<file path="src/rtl/hilo_div_seq.sv">
// Multi-cycle restoring divider producing HI (remainder) and LO (quotient) for DIV/DIVU.
// Stalls the pipeline while running, then pulses the HI/LO write enable for one cycle.
module hilo_div_seq #(
  parameter int unsigned DATA_W = 32
) (
  input  logic              clk,
  input  logic              rst,
  input  logic              start_i,
  input  logic              signed_i,
  input  logic [DATA_W-1:0] opdata1_i,
  input  logic [DATA_W-1:0] opdata2_i,
  input  logic              annul_i,
  output logic              stall_req_o,
  output logic              ready_o,
  output logic              hilo_we_o,
  output logic [DATA_W-1:0] hi_o,
  output logic [DATA_W-1:0] lo_o
);

  localparam int unsigned CntW = $clog2(DATA_W + 1);

  typedef enum logic [1:0] {StIdle, StByZero, StRun, StDone} state_e;

  state_e            r_state;
  logic [DATA_W-1:0] r_rem;
  logic [DATA_W-1:0] r_quo;
  logic [DATA_W-1:0] r_dvs;
  logic              r_signed;
  logic              r_neg1;
  logic              r_neg2;
  logic [CntW-1:0]   r_cnt;

  logic [DATA_W-1:0] w_abs1;
  logic [DATA_W-1:0] w_abs2;
  logic [DATA_W:0]   w_shift;
  logic [DATA_W:0]   w_trial;
  logic              w_ge;
  logic              w_last;
  logic              w_done_ok;
  logic [DATA_W-1:0] w_quo_fix;
  logic [DATA_W-1:0] w_rem_fix;

  always_comb begin
    w_abs1 = (signed_i && opdata1_i[DATA_W-1]) ? -opdata1_i : opdata1_i;
    w_abs2 = (signed_i && opdata2_i[DATA_W-1]) ? -opdata2_i : opdata2_i;
    // Partial remainder stays below the divisor, so DATA_W+1 bits hold the trial sign exactly.
    w_shift = {r_rem, r_quo[DATA_W-1]};
    w_trial = w_shift - {1'b0, r_dvs};
    w_ge    = ~w_trial[DATA_W];
    w_last  = (r_cnt == CntW'(DATA_W - 1));
  end

  always_ff @(posedge clk) begin
    if (rst) begin
      r_state  <= StIdle;
      r_rem    <= '0;
      r_quo    <= '0;
      r_dvs    <= '0;
      r_signed <= 1'b0;
      r_neg1   <= 1'b0;
      r_neg2   <= 1'b0;
      r_cnt    <= '0;
    end else begin
      unique case (r_state)
        StIdle: begin
          if (start_i && !annul_i) begin
            r_cnt <= '0;
            if (opdata2_i == '0) begin
              r_rem    <= '0;
              r_quo    <= '0;
              r_signed <= 1'b0;
              r_state  <= StByZero;
            end else begin
              r_rem    <= '0;
              r_quo    <= w_abs1;
              r_dvs    <= w_abs2;
              r_signed <= signed_i;
              r_neg1   <= opdata1_i[DATA_W-1];
              r_neg2   <= opdata2_i[DATA_W-1];
              r_state  <= StRun;
            end
          end
        end
        StByZero: begin
          r_state <= annul_i ? StIdle : StDone;
        end
        StRun: begin
          if (annul_i) begin
            r_state <= StIdle;
          end else begin
            r_rem <= w_ge ? w_trial[DATA_W-1:0] : w_shift[DATA_W-1:0];
            r_quo <= {r_quo[DATA_W-2:0], w_ge};
            r_cnt <= r_cnt + CntW'(1);
            if (w_last) r_state <= StDone;
          end
        end
        StDone: begin
          r_state <= StIdle;
        end
        default: r_state <= StIdle;
      endcase
    end
  end

  // Annul in DONE must kill the write in the same cycle, hence combinational gating.
  always_comb begin
    w_done_ok   = (r_state == StDone) && !annul_i && !rst;
    w_quo_fix   = (r_signed && (r_neg1 ^ r_neg2)) ? -r_quo : r_quo;
    w_rem_fix   = (r_signed && r_neg1) ? -r_rem : r_rem;
    stall_req_o = !rst && (((r_state == StIdle) && start_i && !annul_i) ||
                           (r_state == StByZero) || (r_state == StRun));
    ready_o     = w_done_ok;
    hilo_we_o   = w_done_ok;
    hi_o        = w_done_ok ? w_rem_fix : '0;
    lo_o        = w_done_ok ? w_quo_fix : '0;
  end

endmodule

</file>
<file path="config.mk">
export PLATFORM = sky130hd
export DESIGN_NAME = hilo_div_seq
export DESIGN_NICKNAME = d
export VERILOG_FILES = /design/src/rtl/hilo_div_seq.sv
export SDC_FILE = /design/constraint.sdc
export NUM_CORES = 1
export LEC_CHECK = 0
export CORE_UTILIZATION = 25
export DETAILED_ROUTE_END_ITERATION = 7
export GPL_ROUTABILITY_DRIVEN = 0
export PLACE_DENSITY = 0.43
export SYNTH_ARGS = -nofsm -noshare
export SYNTH_HDL_FRONTEND = slang
export SYNTH_SLANG_ARGS = --single-unit
</file>
<file path="constraint.sdc">
create_clock -name clk -period 5.27 [get_ports clk]
set_input_delay 0.527 -clock clk [delete_from_list [all_inputs] [get_ports clk]]
set_output_delay 0.527 -clock clk [all_outputs]
set_load 0.03 [all_outputs]
</file>
**Yosys cells after proc, flatten, opt, wreduce, memory -nomap -nowiden**

Index checks and enable logic that the tools add are counted.

- Word-level logic and storage cells: 69
- Bits in registers: 107
- Output and inout bits: 67
- Input bits: 69

- Multiplexer cells: 24
- Add/subtract/negate cells: 6
- Reductions and logical operators: 21
- Bitwise operators: 3
- Eq/ne operators: 7

Operators with widths:

| operator | number |
|---|---|
| $mux W32 | 12 |
| $neg A32 Y32 | 4 |
| $pmux W32 S2 | 2 |
| $sub A33 B32 Y33 | 1 |
| $logic_not A32 Y1 | 1 |
| $mux W6 | 2 |
| $pmux W6 S2 | 1 |
| $logic_and A1 B1 Y1 | 10 |
| $mux W2 | 5 |
| $pmux W2 S4 | 1 |
| $add A6 B1 Y6 const B | 1 |
| $eq A6 B5 Y1 const B | 1 |
| $reduce_and A3 Y1 | 2 |
| $eq A2 B2 Y1 const B | 2 |
| $ne A2 B2 Y1 const B | 2 |
| $reduce_and A2 Y1 | 2 |
| $ne A3 B3 Y1 const B | 1 |
| $eq A2 B1 Y1 const B | 1 |
| $logic_not A1 Y1 | 2 |
| $logic_not A2 Y1 | 1 |
| $logic_or A1 B1 Y1 | 2 |
| $not A1 Y1 | 2 |
| $reduce_bool A2 Y1 | 1 |
| $mux W1 | 1 |
| $xor A1 B1 Y1 | 1 |

**Depth between registers and ports, before layout**

Gate-level depths: netlist of run 1.

- Depth in word-level cells: 6
- Mapped depth: 14
- Depth with buffers taken out: 12

**Worst setup path after synthesis of run 1**

Ideal clock, no wire load.

- Path kind: register to output
- Start point: register r_quo[2]
- End point: output lo_o[30]
- Required time: 4.743 ns
- Buffers on the path: 0
- Setup slack: 2.109 ns
- Stages on the path, launching flop included: 10
- Arrival: 2.634 ns
- Cells stage by stage: dfxtp_1 -> nor4_2 -> and2_4 -> nand2_2 -> or4_4 -> nand2b_4 -> or3_4 -> o41ai_2 -> xor2_1 -> nor2_1

- Word-level cells in the longest chain between the ends: 3

RTL lines:

| element | line | source |
|---|---|---|
| start, declared | 26 | `logic [DATA_W-1:0] r_quo;` |
| start signal, assigned | 75 | `r_quo <= w_abs1;` |
| start signal, assigned | 92 | `r_quo <= {r_quo[DATA_W-2:0], w_ge};` |
| $neg A32 Y32 | 108 | `w_quo_fix = (r_signed && (r_neg1 ^ r_neg2)) ? -r_quo : r_quo;` |
| $mux W32 | 108 |  |
| $mux W32 | 115 | `lo_o = w_done_ok ? w_quo_fix : '0;` |
| end, declared | 17 | `output logic [DATA_W-1:0] lo_o` |

Every way passes these cells.

**Final worst setup path of run 1**

Ends and elaborated chain as after synthesis.

==> results of run 1 <==
## metal layers
metal  global-route usage [%]  vias to the layer above  wire, um
met5                        0                        -         0
li1                         -                     4622         -
met4                     3.97                        0       377
met1                     24.8                     4245     16000
met3                     1.76                       21       901
met2                     26.4                      156     13600
## state kept, by name, indices dropped and copies added, names as in the netlist
| register | cells |
|---|---|
| r_cnt | 6 |
| r_neg1 | 1 |
| r_dvs | 32 |
| r_state | 2 |
| r_neg2 | 1 |
| r_signed | 1 |
| r_rem | 32 |
| r_quo | 32 |
## path summary, 6_finish.rpt
kind,from,to,slack (ns)
max,r_quo[2]$_SDFFE_PP0P_,lo_o[30],1.13
min,r_dvs[29]$_SDFFE_PP0P_,r_dvs[29]$_SDFFE_PP0P_,0.46
max reg2reg,r_rem[3]$_SDFFE_PP0P_,r_rem[22]$_SDFFE_PP0P_,1.56
min reg2reg,r_dvs[29]$_SDFFE_PP0P_,r_dvs[29]$_SDFFE_PP0P_,0.46
## synthesized netlist by cell type, drive strengths merged (4+ instances only)
cell / number
and3: 11
and2: 7
nor2: 177
o31ai: 17
ha: 41
o21ai: 61
xor2: 73
nand4: 7
o41ai: 12
buf: 17
a31oi: 16
nand3: 79
a21o: 15
a211oi: 35
or4: 10
clkbuf: 53
a32oi: 6
a221oi: 26
o21a: 7
o311ai: 7
dfxtp: 107
or2: 4
inv: 57
or3: 18
nand2: 95
o22ai: 5
nand2b: 7
a21oi: 91
nor3: 51
nor4: 22
xnor2: 70
## layout make-up
type	count	area (um2)	share of cell area (%)
flip-flops and latches	107	2140	19.5
clock inverters	5	53.8	0.489
multi-input cells	1004	6360	57.8
inverters	57	214	1.94
well taps	461	577	5.24
repair buffers	146	1430	13.0
clock buffers	10	229	2.08
## power by group
group	internal (mW)	leakage [nW]	switching (mW)
Sequential	0.955	0.873	0.180
Clock	0.367	0.142	0.326
Combinational	0.720	2.98	1.21
Total	2.04	4.00	1.71
## stage by stage
step | utilization, % | setup slack [ns] | total power, mW | area [um2] | hold WS (ns)
after floorplan | - | 2.11 | 2.52 | 8980 | 0.432
after global placement | 30.2 | 1.21 | 3.09 | 10700 | 0.443
after detailed placement | 30.2 | 1.06 | 3.08 | 10700 | 0.457
after CTS | 31.0 | 1.09 | 3.79 | 11000 | 0.466
after global routing | 31.0 | 0.744 | 4.06 | 11000 | 0.481
final | 31.0 | 1.13 | 3.75 | 11000 | 0.464
## logic make-up (layout without fill, tap and decap cells)
group	after synthesis	after routing	share of synthesized area, %
simple gates	497	497	26.7
fa+ha+maj	42	42	5.94
mux	2	2	0.223
compound gates	320	320	23.7
flops	107	107	23.9
xor+xnor	143	143	13.9
buf+inv	127	218	5.73
## worst max-delay path, delay by kind of cell (launching register included)
family / cells / cell delay [ns]
DFF: 1 / 0.38
xor gates and xnor gates: 1 / 0.13
and+or+nand+nor: 7 / 1.83
buffers and inverters: 1 / 0.69
AOI/OAI and AO/OA: 1 / 0.24
==> metrics, run 1 <==
outcome completed; Pre-antenna DRT Iters 5; layout cell share with drive strength beyond 1 4.29%; Final Skew 0.0108 ns; most common cell after layout, fill and taps aside nor2_1; Critical Path AT 3.61 ns; first-pass GRT wire length 49000 um; HPWL Detailed 23800 um; leakage power 4.00 nW; Core Area 35500 um2; Post-CTS Setup Inserts 0; via count of the first global-routing pass 8699; most area-hungry cell type in the Yosys netlist dfxtp_1; Synth Cell Area 8980 um2; chip height 192 um; VDD IR max 0.168 mV; fin crit period 4.14 ns; area grow syn2layout 22.6%; r2r worst-path depth 10; CP Class reg2out; Cell variety after synth 69; sequential area share after synthesis 23.9%; crit path max fanout 8; RSZ-0062 raised after global routing no; DRT iter0 DRCs 482; Synth area leaders dfxtp_1 (24%), nor2_1 (7.4%), xor2_1 (7.1%); fraction of registers with async set/reset 0%; num ports 136; Final Hold Fails 0; TritonCTS Buffers 9; CP Launch Type register; Port Buffer Count 135; Final Max Slew Viols 0; Critical Path Slowest Stage Cell clkdlybuf4s50_1; initial antenna violation count 0; Req. time, crit path 4.74 ns; Worst Hold Class reg2reg; worst stage delay on the critical path 0.69 ns; Mapped Avg Cell Area 7.25 um2; Hold Path Depth 2; Clock Path Buffers 2; clock latency on the worst-skew pair 0.36 ns; Die ar. 36700 um2; clock root buffer master clkbuf_16; clk slew on worst S/H paths 0.07 ns; Setup violations, final 0; Routed WL per cell 17.3 um; Via-to-Cell Ratio 5.05; CP Capture Type output port; Core Rows 69; largest net degree at the start of global routing 68; layout net count 1436; All-Layer GR Usage 17.0%; setup_tns 0 ns; Synth Instances 1238; post-route ant nets 0; cts hold-fix bufs 0; Synth Flop Type dfxtp_1; Slew @ Worst Pin 0.988 ns; Placed Cells 1775; total gr overflow 0; ant diodes 0; Clock Sinks 107; Ys Warns 0; Post-Syn Nets 1349; Max Fclk 242 MHz; most frequent cells in the layout nor2_1 (176), clkdlybuf4s50_1 (134), dfxtp_1 (107); CTS tree yes; Finished Layout Cells 1790; DR DRC count 0; Rel. slew slack 34.1%; H-Tree Depth 3; pwr/cell area 341 nW/um2; initial core utilization 25.3%; Vias 9044; CP Cell Sequence nor4_2 > and2_4 > nand2_2 > or4_4 > nand2b_4 > or3_4 > o41ai_2 > xor2_1 > nor2_1 > clkdlybuf4s50_1; max capacitance violation total 0; Die W 192 um; number of synthesized flops with an enable pin 0; Post-CTS Resized 0; period utilisation layout 78.5%; flops & latches, synth 107; post-synth top area share 23.9%; drt total wl 30900 um; FILL cells 3812
Note: power is estimated with default switching activity, not from simulation.
==> inputs of run 2 (changes only) <==
Settings changed: PLACE_DENSITY 0.43 to 0.45.
Clock period 5.27 ns to 3.7 ns, I/O delays scaled along.
==> run 2 against run 1 <==
Against the previous run:
- total power up 46%
- first-iteration DRC count up 31%
- design area grew 2.5%
- clock-buffer cell count did not move
- clock power increased by 40%
- die area stayed put
- wire length barely moved
- sequential share of layout area shrank 0.48 points
- register-to-register slack got worse by 1.3 ns
- setup slack worse by 0.91 ns
- critical endpoint is now lo_o[26]
- highest routed layer unchanged
==> metrics, run 2 (same netlist as run 1, synthesis figures left out) <==
Die ar. 36700 um2; chip height 192 um; clock latency on the worst-skew pair 0.36 ns; setup_tns 0 ns; cts hold-fix bufs 0; layout cell share with drive strength beyond 1 6.84%; Via-to-Cell Ratio 5.10; area grow syn2layout 25.7%; Critical Path AT 3.11 ns; TritonCTS Buffers 9; Critical Path Slowest Stage Cell clkdlybuf4s50_1; Clock Sinks 107; leakage power 4.29 nW; Routed WL per cell 17.0 um; Req. time, crit path 3.33 ns; largest net degree at the start of global routing 78; Slew @ Worst Pin 0.949 ns; clock root buffer master clkbuf_16; FILL cells 3850; drt total wl 30900 um; layout net count 1465; DRT iter0 DRCs 631; ant diodes 0; outcome completed; Worst Hold Class reg2reg; All-Layer GR Usage 17.0%; worst stage delay on the critical path 0.70 ns; Setup violations, final 0; num ports 136; CP Class reg2out; Post-CTS Setup Inserts 0; HPWL Detailed 23900 um; Pre-antenna DRT Iters 5; FF+latch area 2140 um2; RSZ-0062 raised after global routing no; DR DRC count 0; first-pass GRT wire length 48900 um; CP Capture Type output port; Port Buffer Count 135; crit path max fanout 5; H-Tree Depth 3; clk slew on worst S/H paths 0.08 ns; total gr overflow 0; CTS tree yes; Final Hold Fails 0; initial core utilization 25.3%; Core Area 35500 um2; Clock Path Buffers 2; initial antenna violation count 0; Final Max Slew Viols 0; via count of the first global-routing pass 8767; total power 5.46 mW; Max Fclk 288 MHz; CP Cell Sequence nor4_2 > and2_4 > nand2_2 > or4_4 > nand2b_4 > o21ai_0 > xor2_1 > nor2_1 > clkdlybuf4s50_1; CP Launch Type register; fin crit period 3.48 ns; Vias 9284; max capacitance violation total 0; Die W 192 um; period utilisation layout 93.9%; Final Skew 0.0146 ns; Rel. slew slack 36.6%; area of the multi-input gates 6390 um2; most common cell after layout, fill and taps aside nor2_1; VDD IR max 0.246 mV; pwr/cell area 484 nW/um2; Core Rows 69; largest registers r_dvs (32), r_quo (32), r_rem (32); most frequent cells in the layout nor2_1 (176), clkdlybuf4s50_1 (124), dfxtp_1 (107); post-route ant nets 0
## run 2: final cells by class
| class | instances | area share (%) |
|---|---|---|
| inverter | 57 | 1.90 |
| timing repair buffer | 175 | 14.9 |
| clock buffer | 10 | 2.12 |
| sequential | 107 | 19.0 |
| tap | 461 | 5.11 |
| multi-input combinational | 1004 | 56.6 |
| clock inverter | 6 | 0.388 |
## run 2: worst paths after layout
kind / startpoint / end / slack, ns / cells after the start
worst min register to register: r_dvs[25]$_SDFFE_PP0P_ / r_dvs[25]$_SDFFE_PP0P_ / 0.45 / 2
worst max register to register: r_quo[31]$_SDFFE_PP0P_ / r_rem[31]$_SDFFE_PP0P_ / 0.31 / 13
worst max-delay path: r_quo[2]$_SDFFE_PP0P_ / lo_o[26] / 0.22 / 9
worst min-delay path: r_dvs[25]$_SDFFE_PP0P_ / r_dvs[25]$_SDFFE_PP0P_ / 0.45 / 2
## run 2: metrics by stage
step / instance area (um2) / utilization (%) / cells / setup WS, ns / hold WS [ns]
finish: 11300 / 31.8 / 1820 / 0.224 / 0.451
global route: 11300 / 31.8 / 1820 / 0.00142 / 0.474
CTS: 11200 / 31.7 / 1820 / 0.00729 / 0.454
detailed placement: 11000 / 30.9 / 1804 / 0.188 / 0.446
global placement: 11000 / 30.9 / 1804 / 0.234 / 0.444
floorplan: 8980 / - / 1238 / 0.696 / 0.432
## run 2: worst max-delay path, delay by kind of cell, from the launching register on
kind | cells | cell delay, ns
compound gates | 1 | 0.22
xor+xnor | 1 | 0.10
simple gates | 6 | 1.40
flops | 1 | 0.32
buf+inv | 1 | 0.70
## run 2: layer usage
layer	global-route usage [%]	wire, um
met3	1.78	1000
met4	3.94	453
met5	0	0
met1	24.6	15700
met2	26.6	13700
## run 2: timing repair
action,in CTS,in global routing
cloned,0,0
setup endpoints to repair,4,16
resized for setup,4,14
## run 2: report_power, final
| group | total (mW) | internal [mW] | switching [mW] | leakage (nW) |
|---|---|---|---|---|
| sequential | 1.59 | 1.36 | 0.233 | 0.873 |
| combinational | 2.90 | 1.12 | 1.78 | 3.27 |
| clock | 0.971 | 0.482 | 0.489 | 0.140 |
| total | 5.46 | 2.96 | 2.50 | 4.29 |
